--- config.mk ---
export PLATFORM = sky130hd
export DESIGN_NAME = instruction_fetch_unit
export DESIGN_NICKNAME = d
export VERILOG_FILES = /design/src/rtl/instruction_fetch_unit_pkg.sv /design/src/rtl/instruction_fetch_unit_fetch_fifo.sv /design/src/rtl/instruction_fetch_unit.sv
export SDC_FILE = /design/constraint.sdc
export NUM_CORES = 1
export LEC_CHECK = 0
export BUFFER_PORTS_ARGS = -buffer_cell sky130_fd_sc_hd__buf_2
export CORE_MARGIN = 2
export CORE_UTILIZATION = 46
export DETAILED_ROUTE_END_ITERATION = 12
export PLACE_DENSITY = 0.68
export SLEW_MARGIN = 20
export SYNTH_ARGS = -nofsm -noshare
export SYNTH_HDL_FRONTEND = slang
export SYNTH_SLANG_ARGS = --single-unit
--- constraint.sdc ---
create_clock -name clk -period 13 [get_ports clk]
set_input_delay 2.6 -clock clk [delete_from_list [all_inputs] [get_ports clk]]
set_output_delay 2.6 -clock clk [all_outputs]
set_load 0.01 [all_outputs]
--- src/rtl/instruction_fetch_unit_pkg.sv ---
// Shared widths, fetch-entry payload and PC alignment helper for the fetch unit.
package instruction_fetch_unit_pkg;

  localparam int unsigned PC_WIDTH   = 32;
  localparam int unsigned INST_WIDTH = 32;
  localparam int unsigned PC_STEP    = 4;

  typedef struct packed {
    logic [PC_WIDTH-1:0]   pc;
    logic [INST_WIDTH-1:0] inst;
  } fetch_entry_t;

  // Clear the byte-offset bits so every fetch address is word aligned.
  function automatic logic [PC_WIDTH-1:0] align_pc(input logic [PC_WIDTH-1:0] pc);
    return pc & ~(PC_WIDTH'(PC_STEP - 1));
  endfunction

endpackage

--- src/rtl/instruction_fetch_unit_fetch_fifo.sv ---
// Fetch buffer: power-of-two circular FIFO of {pc, inst} entries with flush.
module fetch_fifo
  import instruction_fetch_unit_pkg::*;
#(
  parameter int unsigned DEPTH = 2
) (
  input  logic         clk,
  input  logic         reset,
  input  logic         push,
  input  logic         pop,
  input  logic         flush,
  input  fetch_entry_t wr_data,
  output logic         full,
  output logic         empty,
  output fetch_entry_t head
);

  localparam int unsigned PTR_W = $clog2(DEPTH);
  localparam int unsigned CNT_W = PTR_W + 1;

  fetch_entry_t     mem [DEPTH];
  logic [PTR_W-1:0] wr_ptr;
  logic [PTR_W-1:0] rd_ptr;
  logic [CNT_W-1:0] count;
  logic             do_push;
  logic             do_pop;

  assign full    = (count == CNT_W'(DEPTH));
  assign empty   = (count == '0);
  assign do_pop  = pop && !empty;
  assign do_push = push && (!full || do_pop);
  assign head    = mem[rd_ptr];

  // Pointers wrap naturally; flush empties the buffer and wins over push/pop.
  always_ff @(posedge clk) begin
    if (!reset || flush) begin
      wr_ptr <= '0;
      rd_ptr <= '0;
      count  <= '0;
    end else begin
      if (do_push) wr_ptr <= wr_ptr + PTR_W'(1);
      if (do_pop)  rd_ptr <= rd_ptr + PTR_W'(1);
      case ({do_push, do_pop})
        2'b10:   count <= count + CNT_W'(1);
        2'b01:   count <= count - CNT_W'(1);
        default: ;
      endcase
    end
  end

  // Storage is not reset; consumers mask the head while the buffer is empty.
  always_ff @(posedge clk) begin
    if (do_push && !flush) mem[wr_ptr] <= wr_data;
  end

endmodule

--- src/rtl/instruction_fetch_unit.sv ---
// Instruction fetch unit: sequential PC generation, redirect handling and a
// small in-order buffer between instruction memory and the decode consumer.
module instruction_fetch_unit
  import instruction_fetch_unit_pkg::*;
#(
  parameter logic [PC_WIDTH-1:0] RESET_PC  = 32'h0000_0000,
  parameter int unsigned         BUF_DEPTH = 2
) (
  input  logic                  clk,
  input  logic                  reset,
  input  logic                  fetch_en,
  output logic [PC_WIDTH-1:0]   imem_addr,
  input  logic [INST_WIDTH-1:0] imem_dout,
  input  logic                  redirect_valid,
  input  logic [PC_WIDTH-1:0]   redirect_pc,
  output logic                  inst_valid,
  input  logic                  inst_ready,
  output logic [INST_WIDTH-1:0] inst,
  output logic [PC_WIDTH-1:0]   inst_pc
);

  logic [PC_WIDTH-1:0] fetch_pc;
  logic [PC_WIDTH-1:0] fetch_pc_next;
  logic                push;
  logic                pop;
  logic                full;
  logic                empty;
  fetch_entry_t        head;
  fetch_entry_t        wr_entry;

  assign inst_valid = !empty;
  assign pop        = inst_valid && inst_ready;
  assign push       = fetch_en && !redirect_valid && (!full || pop);
  assign imem_addr  = fetch_pc;
  assign wr_entry   = '{pc: fetch_pc, inst: imem_dout};

  // Redirect beats sequential advance; a stalled or disabled fetch holds the PC.
  always_comb begin
    fetch_pc_next = fetch_pc;
    if (redirect_valid) begin
      fetch_pc_next = align_pc(redirect_pc);
    end else if (push) begin
      fetch_pc_next = fetch_pc + PC_WIDTH'(PC_STEP);
    end
  end

  always_ff @(posedge clk) begin
    if (!reset) begin
      fetch_pc <= align_pc(RESET_PC);
    end else begin
      fetch_pc <= fetch_pc_next;
    end
  end

  fetch_fifo #(
    .DEPTH (BUF_DEPTH)
  ) u_fifo (
    .clk     (clk),
    .reset   (reset),
    .push    (push),
    .pop     (pop),
    .flush   (redirect_valid),
    .wr_data (wr_entry),
    .full    (full),
    .empty   (empty),
    .head    (head)
  );

  assign inst    = inst_valid ? head.inst : '0;
  assign inst_pc = inst_valid ? head.pc   : '0;

endmodule
======== Word-level counts from Yosys, hierarchy flattened ========
Memories as Yosys holds them, arrays and structs flattened. A register that Yosys moved wholly into a read port is not among the register bits.
Index checks and enable logic that the tools add are counted.
word-level totals
  memories ................................ 1
  RAM bits ................................ 128
  word-level logic and storage cells ...... 41
  register bits ........................... 36
  bits in read-only memories .............. 0
  input bits .............................. 69
  output and inout port bits .............. 97
  bits in latches ......................... 0
cells by class
  multiply operators ...................... 0
  bitwise operators ....................... 1
  muxes and demuxes ....................... 9
  div/mod/pow operators ................... 0
  equality and inequality tests ........... 3
  shift-type cells ........................ 0
  order comparisons ....................... 0
  reduce and logical (&&, ||, !) cells .... 17
  add/sub/neg operators ................... 5
memory list
  memory      depth  bits a word  rd ports  clocked after Yosys merged registers in  wr ports  RTL line                                 source
  u_fifo.mem  2      64           1         1                                        1         instruction_fetch_unit_fetch_fifo.sv:21  fetch_entry_t mem [DEPTH];
operator list
  cell                                                  number
  two-way mux 32 bit                                    4
  adder 32 x 3 -> 32 bit (second input constant)        1
  logical AND 1 bit                                     6
  equality test 2 bit (second input constant)           2
  logical NOT 1 bit                                     4
  two-way mux 1 bit                                     4
  one-hot mux 2 bit (2 select lines)                    1
  nonzero test 2 bit                                    2
  logical OR 1 bit                                      3
  adder 1 bit (second input constant)                   2
  adder 2 x 1 -> 2 bit (second input constant)          1
  equality test 2 x 1 -> 1 bit (second input constant)  1
  logical NOT 2 bit                                     1
  OR reduction 2 bit                                    1
  subtractor 2 x 1 -> 2 bit (second input constant)     1
  NOT 1 bit                                             1

======== Logic depth before layout (Yosys ltp) ========
  depth in word-level cells ............... 9
  gate-level depth with buffers ........... 8
  mapped depth without buffers ............ 7

======== Modules after synthesis ========
Synthesis repeated with hierarchy kept, for this count alone.
second synthesis, totals
  cells, all modules ...................... 504
  area total of the unflattened synthesis .. 7013.0 um2
modules (own cells, without submodules)
  module                  area an instance (um2)  seq. area each (um2)  cells an instance  times used
  fetch_fifo              4894.7                  3943.8                230                1
  instruction_fetch_unit  2118.3                  600.6                 274                1

======== Worst setup path before layout ========
No wires, ideal clock.
  path kind ............................... input-to-reg
  start point ............................. input port inst_ready
  end point ............................... memory u_fifo.mem[0][0] in the netlist's numbering, enable pin
  library setup time ...................... 0.482 ns
  required time ........................... 12.518 ns
  data arrival time ....................... 5.591 ns
  slack ................................... 6.927 ns
  stages on the path ...................... 4
  buffers on the path ..................... 1
  cells stage by stage .................... or3b_1 > buf_4 > nand3_2 > nor2_1
on the way
  longest elaborated chain between the ends .. 7
  elaborated cells between the ends (all ways) .. 9
  those cells by class .................... 2 x mux; 7 x reduce/logical
ends and longest elaborated chain
  what                                                   RTL line                                                               source
  from (decl)                                            instruction_fetch_unit.sv:17                                           input logic inst_ready,
  logical AND 1 bit (*)                                  instruction_fetch_unit.sv:32                                           assign pop = inst_valid && inst_ready;
  logical OR 1 bit or logical AND 1 bit (tied branches)  instruction_fetch_unit.sv:33, instruction_fetch_unit_fetch_fifo.sv:30
  logical AND 1 bit or logical OR 1 bit (tied branches)  instruction_fetch_unit.sv:33, instruction_fetch_unit_fetch_fifo.sv:31
  logical AND 1 bit (*)                                  instruction_fetch_unit_fetch_fifo.sv:31                                assign do_push = push && (!full || do_pop);
  logical AND 1 bit (*)                                  instruction_fetch_unit_fetch_fifo.sv:53                                if (do_push && !flush) mem[wr_ptr] <= wr_data;
  two-way mux 1 bit (*)                                  instruction_fetch_unit_fetch_fifo.sv:53
  two-way mux 1 bit (implied by the code) (*)            instruction_fetch_unit_fetch_fifo.sv:53
  to (decl)                                              instruction_fetch_unit_fetch_fifo.sv:21
Every way passes the cells marked *; elsewhere a longest branch is shown, timed or not.

======== Final worst setup path ========
  start point ............................. input port redirect_valid
  end point ............................... memory u_fifo.mem[0][55] in the netlist's numbering, enable pin
on the way
  longest elaborated chain between the ends .. 7
ends and longest elaborated chain
  what                                         RTL line                                                               source
  from (decl)                                  instruction_fetch_unit.sv:14                                           input logic redirect_valid,
  logical NOT 1 bit (*)                        instruction_fetch_unit_fetch_fifo.sv:53, instruction_fetch_unit.sv:33
  logical AND 1 bit (2 in series)              instruction_fetch_unit.sv:33                                           assign push = fetch_en && !redirect_valid && (!full || pop);
  logical AND 1 bit                            instruction_fetch_unit_fetch_fifo.sv:31
  logical AND 1 bit (*)                        instruction_fetch_unit_fetch_fifo.sv:53
  two-way mux 1 bit (*)                        instruction_fetch_unit_fetch_fifo.sv:53
  two-way mux 1 bit (implied by the code) (*)  instruction_fetch_unit_fetch_fifo.sv:53
Marks and branches as above.

==> qor.txt <==
Final HPWL DP -> 9.83 mm
CTS tree -> built
Largest net degree at the start of global routing -> 64
Post-synth EDFFs -> 124
Nets -> 745
Clk_lat worst skew -> 0.42 ns
Row cnt -> 44
CTS Hold Bufs -> 0
Synth top area cells -> edfxtp_1 55%, dfxtp_1 10%, mux2i_1 9.2%, nor2_1 4.3%, o21ai_0 1.6%
Crit path kind -> input pin to flip-flop
Post-route minimum period -> 4.87 ns
Worst Hold Class -> flip-flop to flip-flop
Startpoint Class -> input pin
Power Total -> 1.13 mW
Clk root buf -> clkbuf_16
Worst-path fanout max -> 51
Most common cell after layout, fill and taps aside -> buf_2
CORE AREA -> 14500 µm²
DR iter-0 viols -> 394
Post-Route WL -> 15.2 mm
Synth Cell Area -> 6780 µm²
Largest family of logic cells by synthesized area -> simple AND/OR/NAND/NOR gates
Hold Fails Final Rpt -> 0
Via density per instance -> 5.48
Global router's overall resource usage -> 0.195
Placer Congestion -> 0.798
R2r setup slk -> 10.23 ns
First-pass GRT wire length -> 24.0 mm
DRC -> 0
Fin. max-slew vios -> 0
Seq/Total Area, Yosys -> 0.653
WHS -> 0.522 ns
Cell Pwr Density -> 137 nW/µm²
Congestion Overflow GR -> 0
Largest area contributor in the netlist -> edfxtp_1
WL per Instance -> 17.4 µm
Commonest non-fill, non-tap cells in the layout -> 159 x buf_2, 124 x edfxtp_1, 75 x nor2_1
Ant diodes -> 0
Starting Density -> 0.468
CTS resizes -> 0
Die area -> 15700 µm²
Fmax -> 205 MHz
Non-filler cells in the finished layout -> 871
Placed cell count -> 838
Post-Synth XOR/XNOR Area -> 0.0181
Crit end category -> flip-flop
Leak pwr -> 3.08 nW
Final Cell Area -> 8290 µm²
Clock Path Buffers -> 2
Initial antenna violation count -> 0
Status -> complete, no violations
Filler cell count -> 1226
Adder-cell share of the synthesized area -> 0.00369
Num CTS Buffers -> 17
Layout cells sized above 1 -> 0.301
Register bit total from synthesis -> 159
Postcts setup bufs -> 0
H-Tree Depth -> 4
Final period util -> 0.374
Synth unique cells -> 54
Antenna-violating nets left -> 0
Placed Area -> 7710 µm²
Synth Flop Type -> edfxtp_1
Vias in the first global route -> 4635
Post-synth ARST share -> 0
Worst Skew -> 0.00832 ns
Critical Path RT -> 13.06 ns
Final setup fails -> 0
Syn avg cell area -> 13.0 µm²
Detailed-route via count -> 4772
Die height -> 125 µm
Slew HR -> 0.402
RSZ-0062 raised after global routing -> no
Clk sinks -> 159
Maximum vdd drop -> 79.2 µV
I/O pin count -> 166
Yosys warns -> 0
Multiplexer share of the synthesized area -> 0.0916
Buffers on Ports -> 159
Total negative slack -> 0 ns
Syn Inst Count -> 520
Simple-gate share of the synthesized area -> 0.140
DRT Pass-1 Iters -> 5
Yosys top cell area share -> 0.549
Worst-path clk slew -> 0.06 ns
Die W -> 125 µm
Synth Area in Compound Gates -> 0.0659
Synth-to-Final Area Change -> 22.4%
Actual slew at the worst max-slew pin -> 0.895 ns
Max-Cap Viols -> 0
Worst Path Arrival -> 4.93 ns
critical path, cell delays in order:
cell	delay, ns
buf_2	0.19
inv_1	0.08
buf_4	0.41
nand3_2	0.33
nor2_4	0.76
buf_4	0.53
cells by family (layout without fill, tap and decap cells):
kind of cell,Yosys count,count (layout)
AO/OA/AOI/OAI,69,69
XOR/XNOR,14,14
adder cells (fa/ha/maj),2,2
buffers and inverters,39,203
flip-flops,159,159
multiplexers,62,62
other,1,4
AND/OR/NAND/NOR,174,174
Yosys cell counts, drive strengths merged, types with 3 or more instances:
cell,instances
nand4,13
xor2,5
nor2,78
nand3,17
nor3,6
or4,9
xnor2,9
nor3b,5
and3,5
nand2,13
a311oi,6
and2,4
clkbuf,17
buf,15
dfxtp,35
a31oi,10
nor2b,3
and4,6
a21oi,11
nor4,7
a211oi,3
o31ai,9
edfxtp,124
mux2i,62
inv,6
o21ai,21
sequential cells by signal, summed over array words and instances (netlist names), named ones only:
name / cells
u_fifo.rd_ptr: 1
u_fifo.wr_ptr: 1
u_fifo.count: 2
u_fifo.mem: 124
imem_addr: 30
metrics by stage:
| step | utilization | worst slack, ns |
|---|---|---|
| global route | 0.573 | 7.86 |
| floorplan | - | 6.93 |
| detailed placement | 0.532 | 7.63 |
| CTS | 0.571 | 8.06 |
| global placement | 0.532 | 7.65 |
| finish | 0.573 | 8.13 |
power by group:
group          internal (mW)  switching (mW)  leakage, nW
logic                 0.0319          0.0461         1.37
clock network          0.280           0.189        0.269
registers              0.569          0.0175         1.44
total                  0.881           0.253         3.08
layer usage:
metal | track usage | routed length [µm]
met1 | 0.249 | 6470
met3 | 0.0492 | 1060
met4 | 0.0712 | 240
met2 | 0.325 | 7410
met5 | 0 | 0
cell type report:
| cell class | instances | area [µm²] | area share |
|---|---|---|---|
| multi-input cells | 325 | 2200 | 0.265 |
| repair buffers | 164 | 853 | 0.103 |
| flip-flops and latches | 159 | 4430 | 0.534 |
| clock buffers | 20 | 437 | 0.0526 |
| clock inverters | 12 | 120 | 0.0145 |
| well taps | 184 | 230 | 0.0278 |
| inverters | 7 | 26.3 | 0.00317 |
worst paths after layout:
kind	cells after the start	startpoint	to
min	2	u_fifo.rd_ptr	u_fifo.rd_ptr
max	6	redirect_valid	u_fifo.mem[0][55]
min reg2reg	2	u_fifo.rd_ptr	u_fifo.rd_ptr
max reg2reg	4	u_fifo.count[0]	u_fifo.mem[0][55]
Power figures use the tool's default switching activity.
